==> config.mk <==
export PLATFORM = sky130hd
export DESIGN_NAME = clock_set_ctrl
export DESIGN_NICKNAME = d
export VERILOG_FILES = /design/src/rtl/clock_set_ctrl.sv
export SDC_FILE = /design/constraint.sdc
export NUM_CORES = 1
export LEC_CHECK = 0
export BUFFER_PORTS_ARGS = -buffer_cell sky130_fd_sc_hd__buf_4
export CAP_MARGIN = 15
export CORE_MARGIN = 4
export CORE_UTILIZATION = 55
export CTS_BUF_LIST = sky130_fd_sc_hd__clkbuf_8
export DETAILED_ROUTE_END_ITERATION = 6
export PLACE_DENSITY_LB_ADDON = 0.15
export REMOVE_ABC_BUFFERS = 1
export SETUP_SLACK_MARGIN = 0.5
export SYNTH_ARGS = -nofsm -noshare
export SYNTH_HDL_FRONTEND = slang
export SYNTH_SLANG_ARGS = --single-unit
export TNS_END_PERCENT = 30
==> constraint.sdc <==
create_clock -name clk -period 2.4 [get_ports clk]
set_input_delay 0.36 -clock clk [delete_from_list [all_inputs] [get_ports clk]]
set_output_delay 0.36 -clock clk [all_outputs]
set_load 0.01 [all_outputs]
==> src/rtl/clock_set_ctrl.sv <==
// Run/set controller for the clock datapath: button edge detection, field adjust pulses,
// blink phase and set-mode timeout. Define CLOCK_SET_AUTO_REPEAT_EN for press-and-hold auto-repeat.
module clock_set_ctrl #(
  parameter int unsigned HOLD_CYCLES   = 50_000_000,
  parameter int unsigned REPEAT_CYCLES = 10_000_000,
  parameter int unsigned TIMEOUT_S     = 10
) (
  input  logic       clk,
  input  logic       rst,
  input  logic       pulse_1s,
  input  logic       btn_mode,
  input  logic       btn_up,
  input  logic       btn_down,
  output logic       enable_cnt_h,
  output logic       enable_cnt_mi,
  output logic       enable_cnt_se,
  output logic       increase_h,
  output logic       decrease_h,
  output logic       increase_mi,
  output logic       decrease_mi,
  output logic       increase_se,
  output logic       decrease_se,
  output logic       blink_h,
  output logic       blink_mi,
  output logic       blink_se,
  output logic [1:0] set_mode
);
  typedef enum logic [1:0] {RUN = 2'd0, SET_H = 2'd1, SET_MI = 2'd2, SET_SE = 2'd3} state_t;

  localparam logic [7:0] TIMEOUT_VAL = 8'(TIMEOUT_S);

  state_t     state, state_nx;
  logic [2:0] btn_q, btn_prev;   // {mode, up, down}
  logic [7:0] tcnt, tcnt_nx;
  logic       phase, phase_nx;
  logic       in_set, both, mode_press, up_press, down_press, any_press;
  logic       adj_up, adj_dn, rep_fire, rep_up, inc_nx, dec_nx;
  logic [2:0] sel_nx;

  // Out-of-range configurations leave this marker block in the elaborated hierarchy.
  if (HOLD_CYCLES == 0 || REPEAT_CYCLES == 0 || TIMEOUT_S == 0 || TIMEOUT_S > 255) begin : g_bad_params
  end

  assign mode_press = btn_q[2] & ~btn_prev[2];
  assign up_press   = btn_q[1] & ~btn_prev[1];
  assign down_press = btn_q[0] & ~btn_prev[0];
  assign any_press  = |(btn_q & ~btn_prev);
  assign in_set     = (state != RUN);
  assign both       = btn_q[1] & btn_q[0];
  assign adj_up     = in_set & ~mode_press & ~both & up_press;
  assign adj_dn     = in_set & ~mode_press & ~both & down_press;

`ifdef CLOCK_SET_AUTO_REPEAT_EN
  localparam logic [31:0] HOLD_LAST   = 32'(HOLD_CYCLES - 1);
  localparam logic [31:0] REPEAT_LAST = 32'(REPEAT_CYCLES - 1);

  logic [31:0] hcnt, hcnt_nx;
  logic        armed, armed_nx, dir_up, dir_up_nx, repeating, repeating_nx, hold_ok;

  // Only the button that produced the initial pulse keeps the hold alive; any mode press,
  // dual press or release disarms it until a fresh press.
  assign hold_ok = armed & in_set & ~mode_press & ~both & (dir_up ? btn_q[1] : btn_q[0]);

  always_comb begin
    hcnt_nx      = hcnt;
    armed_nx     = armed;
    dir_up_nx    = dir_up;
    repeating_nx = repeating;
    rep_fire     = 1'b0;
    if (adj_up | adj_dn) begin
      armed_nx     = 1'b1;
      dir_up_nx    = adj_up;
      hcnt_nx      = '0;
      repeating_nx = 1'b0;
    end else if (hold_ok) begin
      if (hcnt == (repeating ? REPEAT_LAST : HOLD_LAST)) begin
        rep_fire     = 1'b1;
        hcnt_nx      = '0;
        repeating_nx = 1'b1;
      end else begin
        hcnt_nx = hcnt + 32'd1;
      end
    end else begin
      armed_nx     = 1'b0;
      hcnt_nx      = '0;
      repeating_nx = 1'b0;
    end
  end

  always_ff @(posedge clk) begin
    if (rst) begin
      hcnt      <= '0;
      armed     <= 1'b0;
      dir_up    <= 1'b0;
      repeating <= 1'b0;
    end else begin
      hcnt      <= hcnt_nx;
      armed     <= armed_nx;
      dir_up    <= dir_up_nx;
      repeating <= repeating_nx;
    end
  end

  assign rep_up = rep_fire & dir_up;
`else
  assign rep_fire = 1'b0;
  assign rep_up   = 1'b0;
`endif

  always_comb begin
    state_nx = state;
    tcnt_nx  = tcnt;
    phase_nx = phase;
    if (mode_press) begin
      unique case (state)
        RUN:     state_nx = SET_H;
        SET_H:   state_nx = SET_MI;
        SET_MI:  state_nx = SET_SE;
        default: state_nx = RUN;
      endcase
    end else if (in_set && tcnt == TIMEOUT_VAL && !any_press && !rep_fire) begin
      state_nx = RUN;
    end

    if (any_press || rep_fire || state_nx == RUN) tcnt_nx = '0;
    else if (pulse_1s && tcnt != TIMEOUT_VAL)     tcnt_nx = tcnt + 8'd1;

    if (state_nx != state) phase_nx = 1'b0;
    else if (pulse_1s)     phase_nx = ~phase;

    inc_nx = adj_up | rep_up;
    dec_nx = adj_dn | (rep_fire & ~rep_up);

    unique case (state_nx)
      SET_H:   sel_nx = 3'b100;
      SET_MI:  sel_nx = 3'b010;
      SET_SE:  sel_nx = 3'b001;
      default: sel_nx = 3'b000;
    endcase
  end

  // Outputs are registered from next-state values so they move on the same edge as set_mode.
  always_ff @(posedge clk) begin
    if (rst) begin
      state         <= RUN;
      btn_q         <= '0;
      btn_prev      <= '0;
      tcnt          <= '0;
      phase         <= 1'b0;
      set_mode      <= 2'd0;
      enable_cnt_h  <= 1'b1;
      enable_cnt_mi <= 1'b1;
      enable_cnt_se <= 1'b1;
      increase_h    <= 1'b0;
      increase_mi   <= 1'b0;
      increase_se   <= 1'b0;
      decrease_h    <= 1'b0;
      decrease_mi   <= 1'b0;
      decrease_se   <= 1'b0;
      blink_h       <= 1'b0;
      blink_mi      <= 1'b0;
      blink_se      <= 1'b0;
    end else begin
      state         <= state_nx;
      btn_q         <= {btn_mode, btn_up, btn_down};
      btn_prev      <= btn_q;
      tcnt          <= tcnt_nx;
      phase         <= phase_nx;
      set_mode      <= state_nx;
      enable_cnt_h  <= (state_nx == RUN);
      enable_cnt_mi <= (state_nx == RUN);
      enable_cnt_se <= (state_nx == RUN);
      increase_h    <= inc_nx & sel_nx[2];
      increase_mi   <= inc_nx & sel_nx[1];
      increase_se   <= inc_nx & sel_nx[0];
      decrease_h    <= dec_nx & sel_nx[2];
      decrease_mi   <= dec_nx & sel_nx[1];
      decrease_se   <= dec_nx & sel_nx[0];
      blink_h       <= phase_nx & sel_nx[2];
      blink_mi      <= phase_nx & sel_nx[1];
      blink_se      <= phase_nx & sel_nx[0];
    end
  end
endmodule

After elaboration in Yosys (flattened, before gate mapping)
Cells that the tools add are included.
{ "op_classes": {"n_addsub": 1, "n_eq_ne": 8, "bitwise_logic": 25, "mux": 6, "n_reduce_logical": 10} }
{ "op_table": {"columns": ["op", "n"], "rows": [
  ["$and 1x1->1", 17],
  ["$pmux 3 s3", 1],
  ["$add 8x1->8 const B", 1],
  ["$eq 8x4->1 const B", 1],
  ["$ne 8x4->1 const B", 1],
  ["$eq 2x2->1 const B", 3],
  ["$not 1->1", 6],
  ["$pmux 2 s3", 1],
  ["$eq 2x1->1 const B", 2],
  ["$logic_not 2->1", 2],
  ["$mux 2", 2],
  ["$and 3x3->3", 1],
  ["$logic_and 1x1->1", 3],
  ["$not 3->3", 1],
  ["$reduce_or 3->1", 1],
  ["$mux 1", 2],
  ["$ne 2x2->1", 1],
  ["$reduce_bool 2->1", 1],
  ["$reduce_or 2->1", 1],
  ["$logic_not 1->1", 1],
  ["$logic_or 1x1->1", 1]
]} }
{ "word_totals": {"reg_bits": 27, "elab_cells": 65, "in_bits": 6, "output_inout_bits": 14} }

Logic depth before layout (Yosys ltp)
Gate-level depths: netlist of the first run.
{ "depth": {"ltp_word": 10, "mapped_depth": 7, "mapped_depth_nobuf": 6} }

Worst setup path after synthesis of the first run
Ideal clock, no wire load.
{ "synth_path": {"path_type": "register to register", "from": "reg state[0]", "to": "reg blink_h", "stages_incl_launch_ff": 7, "arrival_ps": 1819, "n_path_buf": 0, "setup_time_ps": 103, "t_required_ps": 2297, "path_slack_ps": 478, "synth_period_minus_slack_ps": 1922, "path_cell_list": "dfxtp_1 -> inv_1 -> ha_1 -> or3_1 -> a22o_1 -> a211o_1 -> a2111oi_2"} }
{ "synth_via": {"elab_chain_cells": 8, "word_cells_on_any_way": 16, "cone_classes": "eq/ne: 6; mux: 5; bitwise: 1; reduce/logical: 4"} }
{ "synth_lines": {"columns": ["item", "line_no", "source"], "rows": [
  ["from (decl)", "32", "state_t state, state_nx;"],
  ["from (signal assigned)", "164", "state <= state_nx;"],
  ["$reduce_bool 2->1", "48", "assign in_set = (state != RUN);"],
  ["$logic_and 1x1->1 (2 in a row)", "121", "end else if (in_set && tcnt == TIMEOUT_VAL && !any_press && !rep_fire) begin"],
  ["$mux 2", "121", null],
  ["$mux 2", "114", "if (mode_press) begin"],
  ["$eq 2x2->1, or another cell as far along", "134", "unique case (state_nx)"],
  ["$pmux 3 s3 or $mux 1 (tied branches)", "134, 128", null],
  ["$and 1x1->1 (*)", "179", "blink_h <= phase_nx & sel_nx[2];"],
  ["to (signal assigned)", "179", null],
  ["to (decl)", "23", "output logic blink_h,"]
]} }
Every way passes the cells marked *; elsewhere a longest branch is shown, timed or not.
A chain may end at the register's enable or synchronous reset.

Worst setup path in the final report of the first run
Same ends and word-level chain as after synthesis.

==> flow_metrics.env, run 1 <==
export IMPL_synth_seq_area_share_pct=46.1
export IMPL_worst_slew_pin_slew_ps=430
export IMPL_yosys_register_bits=27
export IMPL_drive_above_1_share_pct=30.7
export IMPL_path_clk_slew_ps=90
export IMPL_drt_initial_drc_count=7
export IMPL_n_fill_cell=172
export IMPL_fin_setup_tns_ps=0
export IMPL_firstDrtPassIters=4
export IMPL_slew_viol_final=0
export IMPL_synth_top_cell_by_area="dfxtp_1"
export IMPL_synth_edf_count=0
export IMPL_cts_root_buf="clkbuf_8"
export IMPL_cts_sink_count=27
export IMPL_hold_path_class="input port to flop"
export IMPL_die_x_um=54.2
export IMPL_grt_pass1_vias=789
export IMPL_vias_per_cell=5.46
export IMPL_place_congestion=0.810
export IMPL_syn_area_per_cell_sq_um=9.85
export IMPL_wl_mm=2.10
export IMPL_status="complete, no violations"
export IMPL_synth_cell_type_count=41
export IMPL_synth_top_cells_by_area="dfxtp_1 46%, nor3_1 5.5%, ha_1 4.3%, nor2b_1 4.3%, xnor2_1 3.0%"
export IMPL_core_area_sq_mm=0.00200
export IMPL_hold_violations=0
export IMPL_syn_inst=119
export IMPL_p_per_area_mw_per_mm2=604
export IMPL_detail_route_wl_per_cell_um=12.8
export IMPL_cp_end_kind="flop"
export IMPL_grt_ovfl_total=0
export IMPL_drc=0
export IMPL_synth_top_area_share_pct=46.1
export IMPL_finalCritPeriodShare_pct=75.9
export IMPL_setup_slack_ps=578
export IMPL_cts_buffer_depth=2
export IMPL_detail_route_antenna_nets=0
export IMPL_dp_hpwl_mm=1.48
export IMPL_fin_nets=148
export IMPL_syn_area_sq_mm=0.00117
export IMPL_ir_drop_v=0.000459
export IMPL_synthTopCellsByCount="27 x dfxtp_1, 13 x nor3_1, 8 x nor2_1, 8 x nor2b_1, 6 x nand2_1"
export IMPL_hold_depth=2
export IMPL_rsz0062_at_grt="yes"
export IMPL_rows=16
export IMPL_die_area_sq_mm=0.00293
export IMPL_io_pins=20
export IMPL_area_growth_pct=18.0
export IMPL_grt_max_degree=16
export IMPL_cp_arrival_ps=1960
export IMPL_pre_cts_ws_ps=385
export IMPL_critPathKind="flop to flop"
export IMPL_max_freq_mhz=549
export IMPL_numCtsBuffers=3
export IMPL_cts_tree="done"
export IMPL_yosys_warnings=0
export IMPL_port_buffers=19
export IMPL_maxSlewHeadroom_pct=71.3
export IMPL_dr_total_vias=896
export IMPL_yosysMostFrequentCell="dfxtp_1"
export IMPL_grt_use_total_pct=16.7
export IMPL_startpoint_type="flop"
export IMPL_diodes=0
export IMPL_p_total_uw=836
export IMPL_max_cap_violations=0
export IMPL_chipHeight_um=54.2
export IMPL_htreeDepth=1
export IMPL_synthFlopType="dfxtp_1"
export IMPL_fin_skew_ps=5.02
export IMPL_worst_hold_slack_ps=296
export IMPL_setup_viol=0
export IMPL_p_leak_nw=0.515
export IMPL_worstRegToRegCells=5
export IMPL_cp_required_ps=2540
export IMPL_grt_pass1_wl_mm=3.57
export IMPL_holdBufCountCts=0
export IMPL_antenna_found_initial=0
export IMPL_clk_latency_ps=270
export IMPL_layout_min_cycle_time_ps=1820
export IMPL_async_reset_ff_share_pct=0
export IMPL_initial_core_util_pct=58.6
export IMPL_cp_max_fo=6
## logic make-up (layout without fill, tap and decap cells)
| kind of cell | Yosys count | after routing | share of synthesized area (%) |
|---|---|---|---|
| adder cells (fa/ha/maj) | 4 | 4 | 4.27 |
| flip-flops | 27 | 27 | 46.1 |
| XOR/XNOR | 6 | 6 | 4.48 |
| AND/OR/NAND/NOR | 52 | 52 | 24.5 |
| buffers and inverters | 11 | 29 | 5.55 |
| AO/OA/AOI/OAI | 16 | 16 | 12.3 |
| multiplexers | 3 | 3 | 2.77 |
## where the power goes
part | total [mW] | switching (mW) | internal, mW
Clock | 0.248 | 0.132 | 0.116
Combinational | 0.119 | 0.0630 | 0.0562
Sequential | 0.469 | 0.00928 | 0.460
## layout make-up
| class | instances | area [sq um] | share of cell area (%) |
|---|---|---|---|
| multi-input combinational | 81 | 579 | 41.9 |
| sequential | 27 | 548 | 39.6 |
| timing repair buffer | 22 | 165 | 11.9 |
| clock buffer | 3 | 41.3 | 2.98 |
| tap | 27 | 33.8 | 2.44 |
| inverter | 3 | 11.3 | 0.814 |
| clock inverter | 1 | 5.00 | 0.362 |
## metrics by stage
step / instance area (sq um) / util (%) / instances
after floorplan: 1120 / - / 111
after global placement: 1290 / 64.7 / 157
after detailed placement: 1290 / 64.7 / 157
after CTS: 1360 / 68.0 / 163
after global routing: 1380 / 69.1 / 164
final: 1380 / 69.1 / 164
## registers in the layout, indices dropped and copies added (netlist names), 2 cells and up
signal,flops
btn_q,3
btn_prev,3
tcnt,8
state,2
## per-layer routing
layer	wire length (um)	track usage, %	share of wire, %
met1	1010	23.1	48
met2	944	24.9	45
met3	115	2.49	5.5
met4	29	8.30	1.4
met5	0	0	0
## path summary, 6_finish.rpt
check | from | to | slack, ps
worst max-delay path | state[0] | blink_h | 580
worst max register to register | state[0] | blink_h | 580
worst min register to register | state[1] | blink_h | 460
worst min-delay path | btn_mode | btn_q[2] | 300
## worst max-delay path: stages (launching register included)
cell and delay, ps:
dfxtp_4 370, inv_1 70, ha_2 220, or4_4 610, o21ai_1 340, a2111oi_2 90
## cell usage in the layout, fill, tap and decap left out, types with 3 or more instances in the layout
master | netlist | final
a21oi_1 | 3 | 3
buf_4 | 2 | 22
clkbuf_8 | 0 | 3
dfxtp_1 | 27 | 25
inv_1 | 3 | 3
nand2_1 | 6 | 5
nand3_1 | 3 | 3
nor2_1 | 8 | 8
nor2b_1 | 8 | 8
nor3_1 | 13 | 12
xnor2_1 | 4 | 4
## repair_timing
action / 4_1_cts / 5_1_grt
pin swaps: 1 / 3
endpoints found under the setup margin: 9 / 19
hold endpoints to repair: 0 / 0
setup buffers: 2 / 1
resized for setup: 3 / 5
Note: power is estimated with default switching activity, not from simulation.
==> inputs of run 2 (changes only) <==
--- a/config.mk
+++ b/config.mk
@@ -5,6 +5,7 @@
 export SDC_FILE = /design/constraint.sdc
 export NUM_CORES = 1
 export LEC_CHECK = 0
+export ABC_AREA = 1
 export BUFFER_PORTS_ARGS = -buffer_cell sky130_fd_sc_hd__buf_4
 export CAP_MARGIN = 15
 export CORE_MARGIN = 4
==> constraint.sdc (replaced) <==
create_clock -name clk -period 1.9 [get_ports clk]
set_input_delay 0.285 -clock clk [delete_from_list [all_inputs] [get_ports clk]]
set_output_delay 0.285 -clock clk [all_outputs]
set_load 0.01 [all_outputs]
==> flow_metrics.env, run 2 <==
export IMPL_cp_max_fo=8
export IMPL_status="complete, no violations"
export IMPL_mostFrequentLayoutCells="35 x buf_4, 29 x inv_1, 26 x nor2_1"
export IMPL_numCtsBuffers=3
export IMPL_max_freq_mhz=668
export IMPL_cts_root_buf="clkbuf_8"
export IMPL_largest_register_ffs=8
export IMPL_dpl_instance_area_sq_mm=0.00130
export IMPL_cp_arrival_ps=1670
export IMPL_clk_latency_ps=280
export IMPL_ir_drop_v=0.000533
export IMPL_maxSlewHeadroom_pct=79.5
export IMPL_final_common_cell="buf_4"
export IMPL_synth_cell_type_count=16
export IMPL_grt_max_degree=17
export IMPL_synthFlopType="dfxtp_1"
export IMPL_dp_hpwl_mm=1.53
export IMPL_diodes=0
export IMPL_cts_buffer_depth=2
export IMPL_detail_route_wl_per_cell_um=13.5
export IMPL_cts_tree="done"
export IMPL_hold_violations=0
export IMPL_drt_initial_drc_count=33
export IMPL_syn_inst=147
export IMPL_max_cap_violations=0
export IMPL_critPathKind="flop to flop"
export IMPL_r2r_start="tcnt[0]"
export IMPL_final_cell_area_sq_mm=0.00161
export IMPL_async_reset_ff_share_pct=0
export IMPL_finalCritPeriodShare_pct=78.8
export IMPL_synth_top_area_share_pct=47.3
export IMPL_port_buffers=19
export IMPL_detail_route_antenna_nets=0
export IMPL_n_fill_cell=131
export IMPL_synth_top_cell_by_area="dfxtp_1"
export IMPL_setup_viol=0
export IMPL_core_area_sq_mm=0.00196
export IMPL_place_congestion=0.905
export IMPL_dr_total_vias=1055
export IMPL_fin_cells=213
export IMPL_yosysMostFrequentCell="inv_1"
export IMPL_drive_above_1_share_pct=40.3
export IMPL_chipHeight_um=53.6
export IMPL_yosys_warnings=0
export IMPL_die_area_sq_mm=0.00287
export IMPL_synth_edf_count=0
export IMPL_synthTopCellsByCount="33 x inv_1, 30 x nor2_1, 27 x dfxtp_1"
export IMPL_rsz0062_at_grt="yes"
export IMPL_layout_min_cycle_time_ps=1500
export IMPL_die_x_um=53.6
export IMPL_vias_per_cell=4.95
export IMPL_rows=16
export IMPL_rrSetupSlack_ps=400
export IMPL_fin_setup_tns_ps=0
export IMPL_worstRegToRegCells=11
export IMPL_largestRegisters="tcnt: 8 flops, btn_prev: 3 flops, btn_q: 3 flops"
export IMPL_grt_pass1_vias=986
export IMPL_synth_top_cells_by_area="dfxtp_1 47%, inv_1 11%, nor2_1 9.9%, xor2_1 6.1%, nand2_1 5.6%"
export IMPL_grt_ovfl_total=0
export IMPL_wl_mm=2.87
export IMPL_grt_pass1_wl_mm=4.15
export IMPL_fin_nets=197
export IMPL_cp_startpoint="tcnt[0]"
export IMPL_path_clk_slew_ps=100
export IMPL_slew_viol_final=0
export IMPL_p_leak_nw=0.732
export IMPL_drc=0
export IMPL_htreeDepth=1
export IMPL_grt_use_total_pct=20.3
export IMPL_initial_core_util_pct=58.2
export IMPL_cp_endpoint="tcnt[1]"
export IMPL_yosys_register_bits=27
export IMPL_area_growth_pct=40.5
export IMPL_fin_skew_ps=4.11
export IMPL_p_per_area_mw_per_mm2=681
export IMPL_firstDrtPassIters=4
export IMPL_place_inst=191
export IMPL_io_pins=20
export IMPL_cts_sink_count=27
export IMPL_synth_seq_area_share_pct=47.3
export IMPL_antenna_found_initial=0
export IMPL_startpoint_type="flop"
export IMPL_holdBufCountCts=0
export IMPL_top_register="tcnt"
export IMPL_cp_required_ps=2080
export IMPL_syn_area_per_cell_sq_um=7.77
export IMPL_syn_area_sq_mm=0.00114
export IMPL_hold_path_class="input port to flop"
export IMPL_r2r_end="tcnt[1]"
export IMPL_p_total_mw=1.09
export IMPL_cp_end_kind="flop"
export IMPL_worst_slew_pin_slew_ps=307
## run 2: how the worst min path moves through the flow
stage	from	end	cells after the start
floorplan	rst	btn_q[0]	1
global placement	btn_q[2]	btn_prev[2]	2
detailed placement	btn_q[2]	btn_prev[2]	2
CTS	btn_mode	btn_q[2]	3
global route	rst	btn_prev[2]	2
finish	rst	btn_q[1]	2
## run 2: area by class of cell
class,count,area (sq um),area share (%)
multi-input cells,86,578,36.0
flip-flops and latches,27,547,34.1
repair buffers,36,274,17.1
inverters,33,124,7.72
clock buffers,3,41.3,2.57
well taps,27,33.8,2.10
clock inverters,1,7.51,0.468
## run 2: through the flow
step	utilization (%)	hold WS [ps]	worst slack (ps)
floorplan	-	356	325
CTS	77.6	203	501
detailed placement	66.5	412	216
finish	81.8	202	402
global placement	66.5	410	300
global route	81.8	206	326
## run 2: routing by layer
metal	GRT usage, %	up-vias	share of wire [%]
li1	-	512	-
met1	24.3	483	43
met2	32.7	49	46
met3	4.16	11	6.2
met4	13.6	0	4.1
met5	0	-	0
## run 2: logic make-up (layout without fill, tap and decap cells)
family                     after synthesis  after routing  synth area share, %
DFF                                     27             27                 47.3
xor gates and xnor gates                 8              8                 6.13
adders and majority gates                4              4                 4.38
AOI/OAI and AO/OA                        5              5                 2.63
and+or+nand+nor                         68             69                 27.4
buffers and inverters                   35             73                 12.2
## run 2: where the power goes
group	total, mW	internal, mW	switching (mW)
Sequential	0.591	0.581	0.00917
Combinational	0.165	0.0731	0.0918
Clock	0.338	0.149	0.188
Total	1.09	0.804	0.289
## run 2: what timing repair did
| item | 4_1_cts | 5_1_grt |
|---|---|---|
| resized for setup | 21 | 13 |
| pin swaps | 11 | 17 |
| setup buffers | 13 | 4 |
| hold endpoints to repair | 0 | 0 |
| endpoints found under the setup margin | 21 | 20 |
| gates cloned | 1 | 0 |
## run 2: critical path: stages (launching register included)
cell     delay, ps
dfxtp_2        330
inv_2           50
ha_4           130
nand3_4         60
nor2_4         160
nand3_2        130
nand2_2        100
nand2_2         80
nand2_2         80
nand2_2         90
nand2_4        130
nor2_1          50
==> inputs of run 3 (changes only) <==
--- a/config.mk
+++ b/config.mk
@@ -5,11 +5,11 @@
 export SDC_FILE = /design/constraint.sdc
 export NUM_CORES = 1
 export LEC_CHECK = 0
-export ABC_AREA = 1
+export ABC_AREA = 0
 export BUFFER_PORTS_ARGS = -buffer_cell sky130_fd_sc_hd__buf_4
 export CAP_MARGIN = 15
 export CORE_MARGIN = 4
-export CORE_UTILIZATION = 55
+export CORE_UTILIZATION = 51
 export CTS_BUF_LIST = sky130_fd_sc_hd__clkbuf_8
 export DETAILED_ROUTE_END_ITERATION = 6
 export PLACE_DENSITY_LB_ADDON = 0.15
==> constraint.sdc (replaced) <==
create_clock -name clk -period 1.3 [get_ports clk]
set_input_delay 0.195 -clock clk [delete_from_list [all_inputs] [get_ports clk]]
set_output_delay 0.195 -clock clk [all_outputs]
set_load 0.01 [all_outputs]
==> flow_metrics.env, run 3 (synthesis gave the netlist of run 1 again) <==
export IMPL_status="finished with violations"
export IMPL_violations="setup timing"
export IMPL_ir_drop_v=0.000738
export IMPL_slew_viol_final=0
export IMPL_cp_arrival_ps=1950
export IMPL_startpoint_type="flop"
export IMPL_maxSlewHeadroom_pct=74.7
export IMPL_hold_path_class="input port to flop"
export IMPL_clk_latency_ps=270
export IMPL_fin_nets=175
export IMPL_core_area_sq_mm=0.00219
export IMPL_dpl_instance_area_sq_mm=0.00150
export IMPL_numCtsBuffers=3
export IMPL_fin_skew_ps=3.30
export IMPL_drive_above_1_share_pct=48.8
export IMPL_hold_path_end="btn_q[2]"
export IMPL_cp_end_kind="flop"
export IMPL_diodes=0
export IMPL_final_util_pct=78.3
export IMPL_r2r_start="state[0]"
export IMPL_r2r_end="blink_h"
export IMPL_final_common_cell="buf_4"
export IMPL_top_register="tcnt"
export IMPL_layout_min_cycle_time_ps=1790
export IMPL_worst_hold_slack_ps=135
export IMPL_p_per_area_mw_per_mm2=968
export IMPL_fin_setup_tns_ps=-8440
export IMPL_vias_per_cell=5.43
export IMPL_finalCritPeriodShare_pct=138
export IMPL_rsz0062_at_grt="yes"
export IMPL_initial_core_util_pct=53.5
export IMPL_cp_max_fo=3
export IMPL_min_from="btn_mode"
export IMPL_die_x_um=55.9
export IMPL_cp_required_ps=1460
export IMPL_mostFrequentLayoutCells="39 x buf_4, 25 x dfxtp_1, 8 x nor3_1, 8 x nor2b_1, 8 x buf_6"
export IMPL_final_cell_area_sq_mm=0.00172
export IMPL_area_growth_pct=46.3
export IMPL_holdBufCountCts=0
export IMPL_p_leak_nw=0.676
export IMPL_wl_mm=2.98
export IMPL_hold_violations=0
export IMPL_detail_route_wl_per_cell_um=15.5
export IMPL_antenna_found_initial=0
export IMPL_setup_viol=21
export IMPL_grt_max_degree=15
export IMPL_max_cap_violations=0
export IMPL_cts_tree="done"
export IMPL_dp_hpwl_mm=1.83
export IMPL_io_pins=20
export IMPL_critPathKind="flop to flop"
export IMPL_cts_buffer_depth=2
export IMPL_grt_use_total_pct=18.3
export IMPL_port_buffers=19
export IMPL_grt_pass1_wl_mm=4.35
export IMPL_die_area_sq_mm=0.00313
export IMPL_rrSetupSlack_ps=-490
export IMPL_chipHeight_um=55.9
export IMPL_path_clk_slew_ps=90
export IMPL_p_total_mw=1.66
export IMPL_grt_ovfl_total=0
export IMPL_rows=17
export IMPL_max_freq_mhz=559
export IMPL_cts_root_buf="clkbuf_8"
export IMPL_largest_register_ffs=8
export IMPL_grt_pass1_vias=974
export IMPL_hold_depth=2
export IMPL_htreeDepth=1
export IMPL_place_congestion=0.931
export IMPL_firstDrtPassIters=4
export IMPL_drc=0
export IMPL_drt_initial_drc_count=21
export IMPL_worst_slew_pin_slew_ps=379
export IMPL_dr_total_vias=1042
export IMPL_cts_sink_count=27
export IMPL_largestRegisters="tcnt: 8 flops, btn_prev: 3 flops, btn_q: 3 flops"
export IMPL_setup_slack_ps=-490
export IMPL_detail_route_antenna_nets=0
export IMPL_worstRegToRegCells=6
-- run 3: cell count changes in the layout (fill, tap and decap cells not counted), sizes merged, moves of 6 or more --
cell	before	now
buf	36	48
xor2	8	2
nor3	0	13
nand2	22	6
inv	33	4
nor2b	0	9
nor2	34	8
-- run 3: final cells by class --
cell class              instances  area (sq um)
clock inverters                 1          3.75
repair buffers                 48           403
multi-input cells              82           678
flip-flops and latches         27           543
clock buffers                   3          41.3
well taps                      28          35.0
fillers                       143           475
inverters                       3          11.3
-- run 3: worst max-delay path by stage --
| stage | from | to | slack (ps) | cells past startpoint |
|---|---|---|---|---|
| final | state[0] | blink_h | -490 | 6 |
| after global routing | state[0] | blink_mi | -550 | 7 |
| after CTS | state[0] | blink_h | -400 | 6 |
| after detailed placement | state[1] | blink_h | -610 | 6 |
| after global placement | state[1] | blink_h | -500 | 6 |
| after floorplan | state[0] | blink_h | -620 | 6 |
-- run 3: per-stage QoR --
step | std cells | setup slack, ps
after floorplan | 111 | -622
after global placement | 184 | -502
after detailed placement | 184 | -613
after CTS | 190 | -404
after global routing | 192 | -549
final | 192 | -490
-- run 3: worst max-delay path, cell delays in order, from the launching register on --
cell and delay [ps]:
dfxtp_2 340, inv_2 60, ha_2 200, or3_1 350, a22o_1 220, a211o_1 290
a2111oi_2 230
-- run 3: what timing repair did --
item / in CTS / in global routing
cloned: 1 / 0
endpoints found under the setup margin: 35 / 35
setup buffers: 1 / 2
pin swaps: 17 / 4
resized for setup: 23 / 8
-- run 3: routing by layer --
layer	part of all wire [%]	global-route usage, %
met2	53	28.9
met5	0	0
met1	40	22.1
met3	4.3	3.94
met4	2.1	12.5
-- run 3: report_power, final --
group          leakage (nW)  switching (mW)  total [mW]  internal (mW)
Combinational         0.429           0.174       0.343          0.168
Sequential            0.220          0.0139       0.865          0.852
Clock                0.0269           0.242       0.453          0.211
Total                 0.676           0.430        1.66           1.23
